File: src/rtl/matmul_pkg.sv
// Shared constants, state encoding and schedule helper for the 2x2 matrix multiply sequencer.
package matmul_pkg;

    localparam int DATA_W     = 8;
    localparam int ACC_W      = 17;

    localparam int MM_PERIOD  = 5;
    localparam int MM_PH_P0   = 1;
    localparam int MM_PH_P1   = 4;
    localparam int MM_CAP_OFF = 6;
    localparam int MM_RUN_LEN = 21;

    typedef enum logic [1:0] {IDLE, RUN, DRAIN} state_t;

    typedef logic [4:0] phase_t;

    // Phase value at which element e hits the given offset within its 5-cycle slot.
    function automatic phase_t mm_phase(input int e, input int off);
        return phase_t'(off + MM_PERIOD * e);
    endfunction

endpackage

File: src/rtl/matmul_operand_rf.sv
// Operand register file: A00,A01,A10,A11 at 0..3, B00,B01,B10,B11 at 4..7.
// One synchronous write port, two combinational read ports.
module matmul_operand_rf
    import matmul_pkg::*;
(
    input  logic              CLK,
    input  logic              NRST,
    input  logic              we,
    input  logic [2:0]        waddr,
    input  logic [DATA_W-1:0] wdata,
    input  logic [2:0]        raddr_a,
    output logic [DATA_W-1:0] rdata_a,
    input  logic [2:0]        raddr_b,
    output logic [DATA_W-1:0] rdata_b
);

    logic [DATA_W-1:0] mem [8];

    // NOTE: the file is reset entry by entry so a mid-run reset leaves no stale operands behind.
    always_ff @(posedge CLK) begin
        if (!NRST) begin
            for (int i = 0; i < 8; i++) mem[i] <= '0;
        end else if (we) begin
            mem[waddr] <= wdata;
        end
    end

    assign rdata_a = mem[raddr_a];
    assign rdata_b = mem[raddr_b];

endmodule

File: src/rtl/matmul_sequencer.sv
// Sequencer for the 2x2 signed matrix multiplier: loads A/B, drives the 5-cycle operand
// schedule, captures the four dot products and drains them over a valid/ready port.
module matmul_sequencer
    import matmul_pkg::*;
(
    input  logic              CLK,
    input  logic              NRST,
    input  logic              load_valid,
    output logic              load_ready,
    input  logic [2:0]        load_addr,
    input  logic [DATA_W-1:0] load_data,
    input  logic              go,
    output logic              busy,
    output logic              mm_start,
    output logic [DATA_W-1:0] mm_a,
    output logic [DATA_W-1:0] mm_b,
    input  logic [ACC_W-1:0]  mm_out,
    input  logic              mm_strobe,
    output logic              res_valid,
    input  logic              res_ready,
    output logic [1:0]        res_idx,
    output logic [ACC_W-1:0]  res_data,
    output logic              err
);

    state_t            state;
    phase_t            k;
    phase_t            k_next;
    logic [1:0]        idx;
    logic [ACC_W-1:0]  c_rf [4];
    logic              sel_p0;
    logic              sel_p1;
    logic              cap_hit;
    logic [1:0]        op_el;
    logic [1:0]        cap_el;
    logic [2:0]        raddr_a;
    logic [2:0]        raddr_b;
    logic [DATA_W-1:0] rdata_a;
    logic [DATA_W-1:0] rdata_b;

    matmul_operand_rf u_operand_rf (
        .CLK     (CLK),
        .NRST    (NRST),
        .we      (load_valid & load_ready),
        .waddr   (load_addr),
        .wdata   (load_data),
        .raddr_a (raddr_a),
        .rdata_a (rdata_a),
        .raddr_b (raddr_b),
        .rdata_b (rdata_b)
    );

    // Operands are decoded from the phase being entered so mm_a/mm_b can be registered.
    always_comb begin
        // NOTE: every variable gets a default first so no path can infer a latch.
        k_next  = (state == RUN) ? k + phase_t'(1) : '0;
        sel_p0  = 1'b0;
        sel_p1  = 1'b0;
        op_el   = '0;
        cap_hit = 1'b0;
        cap_el  = '0;
        for (int e = 0; e < 4; e++) begin
            if (k_next == mm_phase(e, MM_PH_P0)) begin
                sel_p0 = 1'b1;
                op_el  = 2'(e);
            end
            if (k_next == mm_phase(e, MM_PH_P1)) begin
                sel_p1 = 1'b1;
                op_el  = 2'(e);
            end
            if (k == mm_phase(e, MM_CAP_OFF)) begin
                cap_hit = 1'b1;
                cap_el  = 2'(e);
            end
        end
        // A[i][n] sits at 2i+n and B[n][j] at 4+2n+j; n selects the first or second product.
        raddr_a = {1'b0, op_el[1], sel_p1};
        raddr_b = {1'b1, sel_p1, op_el[0]};
    end

    // NOTE: sequential state uses <= so every register sees the pre-edge values of its peers.
    always_ff @(posedge CLK) begin
        if (!NRST) begin
            state      <= IDLE;
            k          <= '0;
            idx        <= '0;
            err        <= 1'b0;
            busy       <= 1'b0;
            load_ready <= 1'b1;
            res_valid  <= 1'b0;
            mm_start   <= 1'b0;
            mm_a       <= '0;
            mm_b       <= '0;
            for (int e = 0; e < 4; e++) c_rf[e] <= '0;
        end else begin
            case (state)
                IDLE: begin
                    if (go) begin
                        state      <= RUN;
                        k          <= '0;
                        err        <= 1'b0;
                        busy       <= 1'b1;
                        load_ready <= 1'b0;
                        mm_start   <= 1'b1;
                    end
                end
                RUN: begin
                    k        <= k_next;
                    mm_start <= (k_next < phase_t'(MM_RUN_LEN));
                    mm_a     <= (sel_p0 | sel_p1) ? rdata_a : '0;
                    mm_b     <= (sel_p0 | sel_p1) ? rdata_b : '0;
                    if (cap_hit) begin
                        c_rf[cap_el] <= mm_out;
                        if (!mm_strobe) err <= 1'b1;
                    end
                    if (k == phase_t'(MM_RUN_LEN)) begin
                        state     <= DRAIN;
                        idx       <= '0;
                        res_valid <= 1'b1;
                    end
                end
                DRAIN: begin
                    if (res_ready) begin
                        idx <= idx + 2'd1;
                        if (idx == 2'd3) begin
                            state      <= IDLE;
                            res_valid  <= 1'b0;
                            busy       <= 1'b0;
                            load_ready <= 1'b1;
                        end
                    end
                end
                default: state <= IDLE;
            endcase
        end
    end

    assign res_idx  = idx;
    assign res_data = c_rf[idx];

endmodule

File: config.mk
export PLATFORM = sky130hd
export DESIGN_NAME = matmul_sequencer
export DESIGN_NICKNAME = d
export VERILOG_FILES = /design/src/rtl/matmul_pkg.sv /design/src/rtl/matmul_operand_rf.sv /design/src/rtl/matmul_sequencer.sv
export SDC_FILE = /design/constraint.sdc
export NUM_CORES = 1
export LEC_CHECK = 0
export BUFFER_PORTS_ARGS = -buffer_cell sky130_fd_sc_hd__buf_2
export CORE_MARGIN = 3
export CORE_UTILIZATION = 30
export DETAILED_ROUTE_END_ITERATION = 16
export GPL_TIMING_DRIVEN = 0
export SLEW_MARGIN = 20
export SYNTH_ARGS = -nofsm -noshare
export SYNTH_HDL_FRONTEND = slang
export SYNTH_SLANG_ARGS = --single-unit
File: constraint.sdc
create_clock -name CLK -period 5.66 [get_ports CLK]
set_input_delay 0.283 -clock CLK [delete_from_list [all_inputs] [get_ports CLK]]
set_output_delay 0.283 -clock CLK [all_outputs]
set_load 0.005 [all_outputs]
==> summary.md <==
| Metric | Value |
|---|---|
| Outcome | `finished clean` |
| Antenna Nets Post-Route | `0` |
| Final WS setup | `2.12 ns` |
| Vias in the first global route | `5088` |
| Place WS | `1.99 ns` |
| Worst reg-to-reg path cell count | `8` |
| Worst Setup EP | `c_rf[0][4]$_SDFFCE_PN0P_` |
| First-pass GRT wire length | `29.3 mm` |
| Area growth from synthesis to layout | `16.9%` |
| Final hold violation count | `0` |
| # diodes | `0` |
| Flops & latches, synth | `164` |
| Post-Syn Instances | `approximately 620` |
| Rel. slew slack | `27.0%` |
| Setup TNS | `0 ns` |
| Port bufs | `73` |
| Reg2reg start | `k[1]$_SDFFE_PN0P_` |
| Hold_buf cts | `0` |
| R2R setup slack | `2.12 ns` |
| Final Critical Period | `3.54 ns` |
| Slew @ Worst Pin | `between 1 and 1.5 ns` |
| CTS sink count | `about 160` |
| Cell Count Post-Placement | `approximately 1000` |
| Grt peak-use layer | `met2` |
| Number of enable flip-flop cells after synthesis | `roughly 130` |
| Number of library cell types mapped by synthesis | `between 60 and 70` |
| CP Capture Type | `register` |
| Maxcap violations | `0` |
| Initial antenna violation count | `0` |
| Core ar. | `~26000 um^2` |
| Endpoints failing setup | `0` |
| Commonest non-fill, non-tap cell in the layout | `and2_1` |
| Routed WL per cell | `17.4 um` |
| Io pins | `74` |
| Pleak | `roughly 3.5 nW` |
| Initial Util | `31.1%` |
| Post-route insts no fill | `1054` |
| Via density | `~4.8` |
| Clock Path Buffers | `2` |
| Reg2reg end | `c_rf[0][4]$_SDFFCE_PN0P_` |
| Final period util | `62.6%` |
| Initial DRC count | `432` |
| Share of cells above drive strength 1 | `24.0%` |
| CTS tree | `yes` |
| # rows | `58` |
| DR vias | `5018` |
| Crit path launch | `k[1]$_SDFFE_PN0P_` |
| Setup Buffers After CTS | `0` |
| CTS Root Cell | `clkbuf_16` |
| WP data required | `5.71 ns` |
| Worst Skew | `0.00920 ns` |
| Grt met1 use | `18.0%` |
| GPL Wtd Cong | `0.785` |
| Dpl hpwl | `~13 mm` |
| Most common flop cell mapped by yosys | `edfxtp_1` |
| Mapped Nets | `around 660` |
| P per Cell Area | `between 200 and 300 nW/um^2` |
| Resized cells post-CTS | `0` |
| Hold path cells | `4` |
| Clock Latency Late Sink | `about 0.43 ns` |
| Fin nets | `750` |
| Fmax | `0.282 GHz` |
| Total grt overflow | `0` |
| CTS H-Tree Depth | `4` |
| GRT Overall Usage | `13.5%` |
| Chip height | `169 um` |
| Worst-path clk slew | `0.06 ns` |
| DRT Pass-1 Iters | `4` |
| RSZ-0062 raised after global routing | `no` |
| Cell area after synthesis | `7960 um^2` |
| Maximum vdd drop | `171 uV` |
| Post-synthesis sequential area ratio | `57.9%` |
| DRT Wirelength | `around 18 mm` |
| M2 GR Usage | `21.9%` |
| Filler instances | `2487` |
| CP Launch Type | `register` |
| Worst-path maximum fanout | `17` |
| GR Util met3 | `3.01%` |
| Max-slew violation count | `0` |
| Worst EP arrival | `3.59 ns` |
| Die Wd | `169 um` |
| Hold/Removal Path Class | `in2reg` |
| Pin count of the biggest net entering global routing | `18` |
| CTS buffer count | `17` |
| Commonest non-fill, non-tap cells in the layout | `145 x and2_1, 132 x edfxtp_1, 85 x buf_2, 32 x dfxtp_1, 29 x nand2_1` |
| Async set or reset register ratio after synthesis | `0%` |
| Critical path type | `reg2reg` |
| Syn Area/Cell | `between 10 and 15 um^2` |
| Die area | `~29000 um^2` |
| Placed inst area | `8730 um^2` |
| Drt drc | `0` |
| Total chip power | `~2.7 mW` |
| Yosys warnings | `0` |
| Final instance area | `9300 um^2` |
[cells by family after synthesis]
logic type	after synthesis	share of synthesized area (%)
simple gates	272	20.6
flops	164	57.9
compound gates	96	10.9
buf+inv	47	2.69
mux	27	6.09
xor+xnor	8	1.07
fa+ha+maj	5	0.786
[synth_stat cells (2+ instances only)]
cell type / number / area, um^2
nor2b_1: 5 / 31.3
nand3b_1: 4 / 30.0
o21a_1: 2 / 15.0
mux2i_1: 9 / 90.1
a31oi_1: 2 / 12.5
edfxtp_1: 132 / 3960
and3_1: 10 / 62.6
nor3b_1: 11 / 82.6
mux4_2: 17 / 383
nor3_1: 6 / 30.0
dfxtp_1: 32 / 641
a32o_1: 7 / 70.1
nand3_1: 6 / 30.0
o211ai_1: 16 / 120
nor2_1: 21 / 78.8
a31o_2: 2 / 17.5
a2111oi_2: 8 / 120
a211oi_2: 8 / 100
nand4_1: 2 / 12.5
a21o_1: 2 / 15.0
xnor2_1: 4 / 35.0
nor2_2: 2 / 12.5
buf_4: 4 / 30.0
clkbuf_1: 16 / 60.1
nand4b_1: 3 / 26.3
nand2b_1: 12 / 75.1
nand2_1: 29 / 109
or3_1: 2 / 12.5
and2_1: 145 / 907
inv_1: 11 / 41.3
a21boi_0: 4 / 30.0
a211oi_1: 2 / 15.0
buf_2: 12 / 60.1
xor2_1: 2 / 17.5
ha_1: 5 / 62.6
and3b_1: 2 / 17.5
a21oi_1: 9 / 45.0
buf_1: 3 / 11.3
o21ai_0: 14 / 70.1
a221o_1: 7 / 70.1
[registers in the layout, summed over array words and instances (netlist names), named ones only]
register          count
mm_b                  8
err                   1
state                 2
k                     5
mm_start              1
res_idx               2
u_operand_rf.mem     64
busy                  1
c_rf                 68
res_valid             1
mm_a                  8
load_ready            1
[critical path, stage by stage (launching register included)]
cell and delay [ns]:
dfxtp_1 0.46, ha_1 0.19, buf_2 0.17, buf_2 0.23
nand2_1 0.07, nor3_1 0.29, nor3_1 0.16, nor4_2 0.73
nand2b_1 0.85
[per-layer routing]
layer,part of all wire [%],vias to the layer above,routed length [um]
li1,-,2476,-
met2,48,124,8820
met5,0,-,0
met3,5.4,16,987
met4,1.3,0,248
met1,45,2402,8320
[stage by stage]
| stage | utilization (%) | hold slack, ns |
|---|---|---|
| 6_report | 36.3 | 0.155 |
| 5_1_grt | 36.3 | 0.148 |
| 4_1_cts | 36.3 | 0.136 |
| 3_5_place_dp | 34.1 | 0.440 |
| 3_3_place_gp | 34.1 | 0.444 |
| 2_1_floorplan | - | 0.449 |
[where the power goes]
part	switching [mW]	total (mW)	internal, mW
Sequential	0.0166	1.36	1.34
Clock	0.522	1.14	0.618
Combinational	0.104	0.161	0.0574
Total	0.642	2.66	2.02
[worst min path at each step]
stage / start / endpoint / slack, ns
final: mm_strobe / err$_SDFFE_PN0P_ / 0.16
after global routing: mm_strobe / err$_SDFFE_PN0P_ / 0.15
after CTS: mm_strobe / err$_SDFFE_PN0P_ / 0.14
after detailed placement: mm_a[2]$_SDFFE_PN0P_ / mm_a[2]$_SDFFE_PN0P_ / 0.44
after global placement: mm_a[2]$_SDFFE_PN0P_ / mm_a[2]$_SDFFE_PN0P_ / 0.44
after floorplan: mm_a[2]$_SDFFE_PN0P_ / mm_a[2]$_SDFFE_PN0P_ / 0.45
[area by class of cell]
class | count | area [um^2] | share of cell area, %
Clock buffer | 17 | 425 | 4.57
Clock inverter | 15 | 143 | 1.53
Multi-Input combinational cell | 408 | 3140 | 33.7
Tap cell | 330 | 413 | 4.44
Sequential cell | 164 | 4600 | 49.5
Buffer | 36 | 173 | 1.86
Timing Repair Buffer | 73 | 365 | 3.93
Inverter | 11 | 41.3 | 0.444
(Power assumes the default switching activity.)
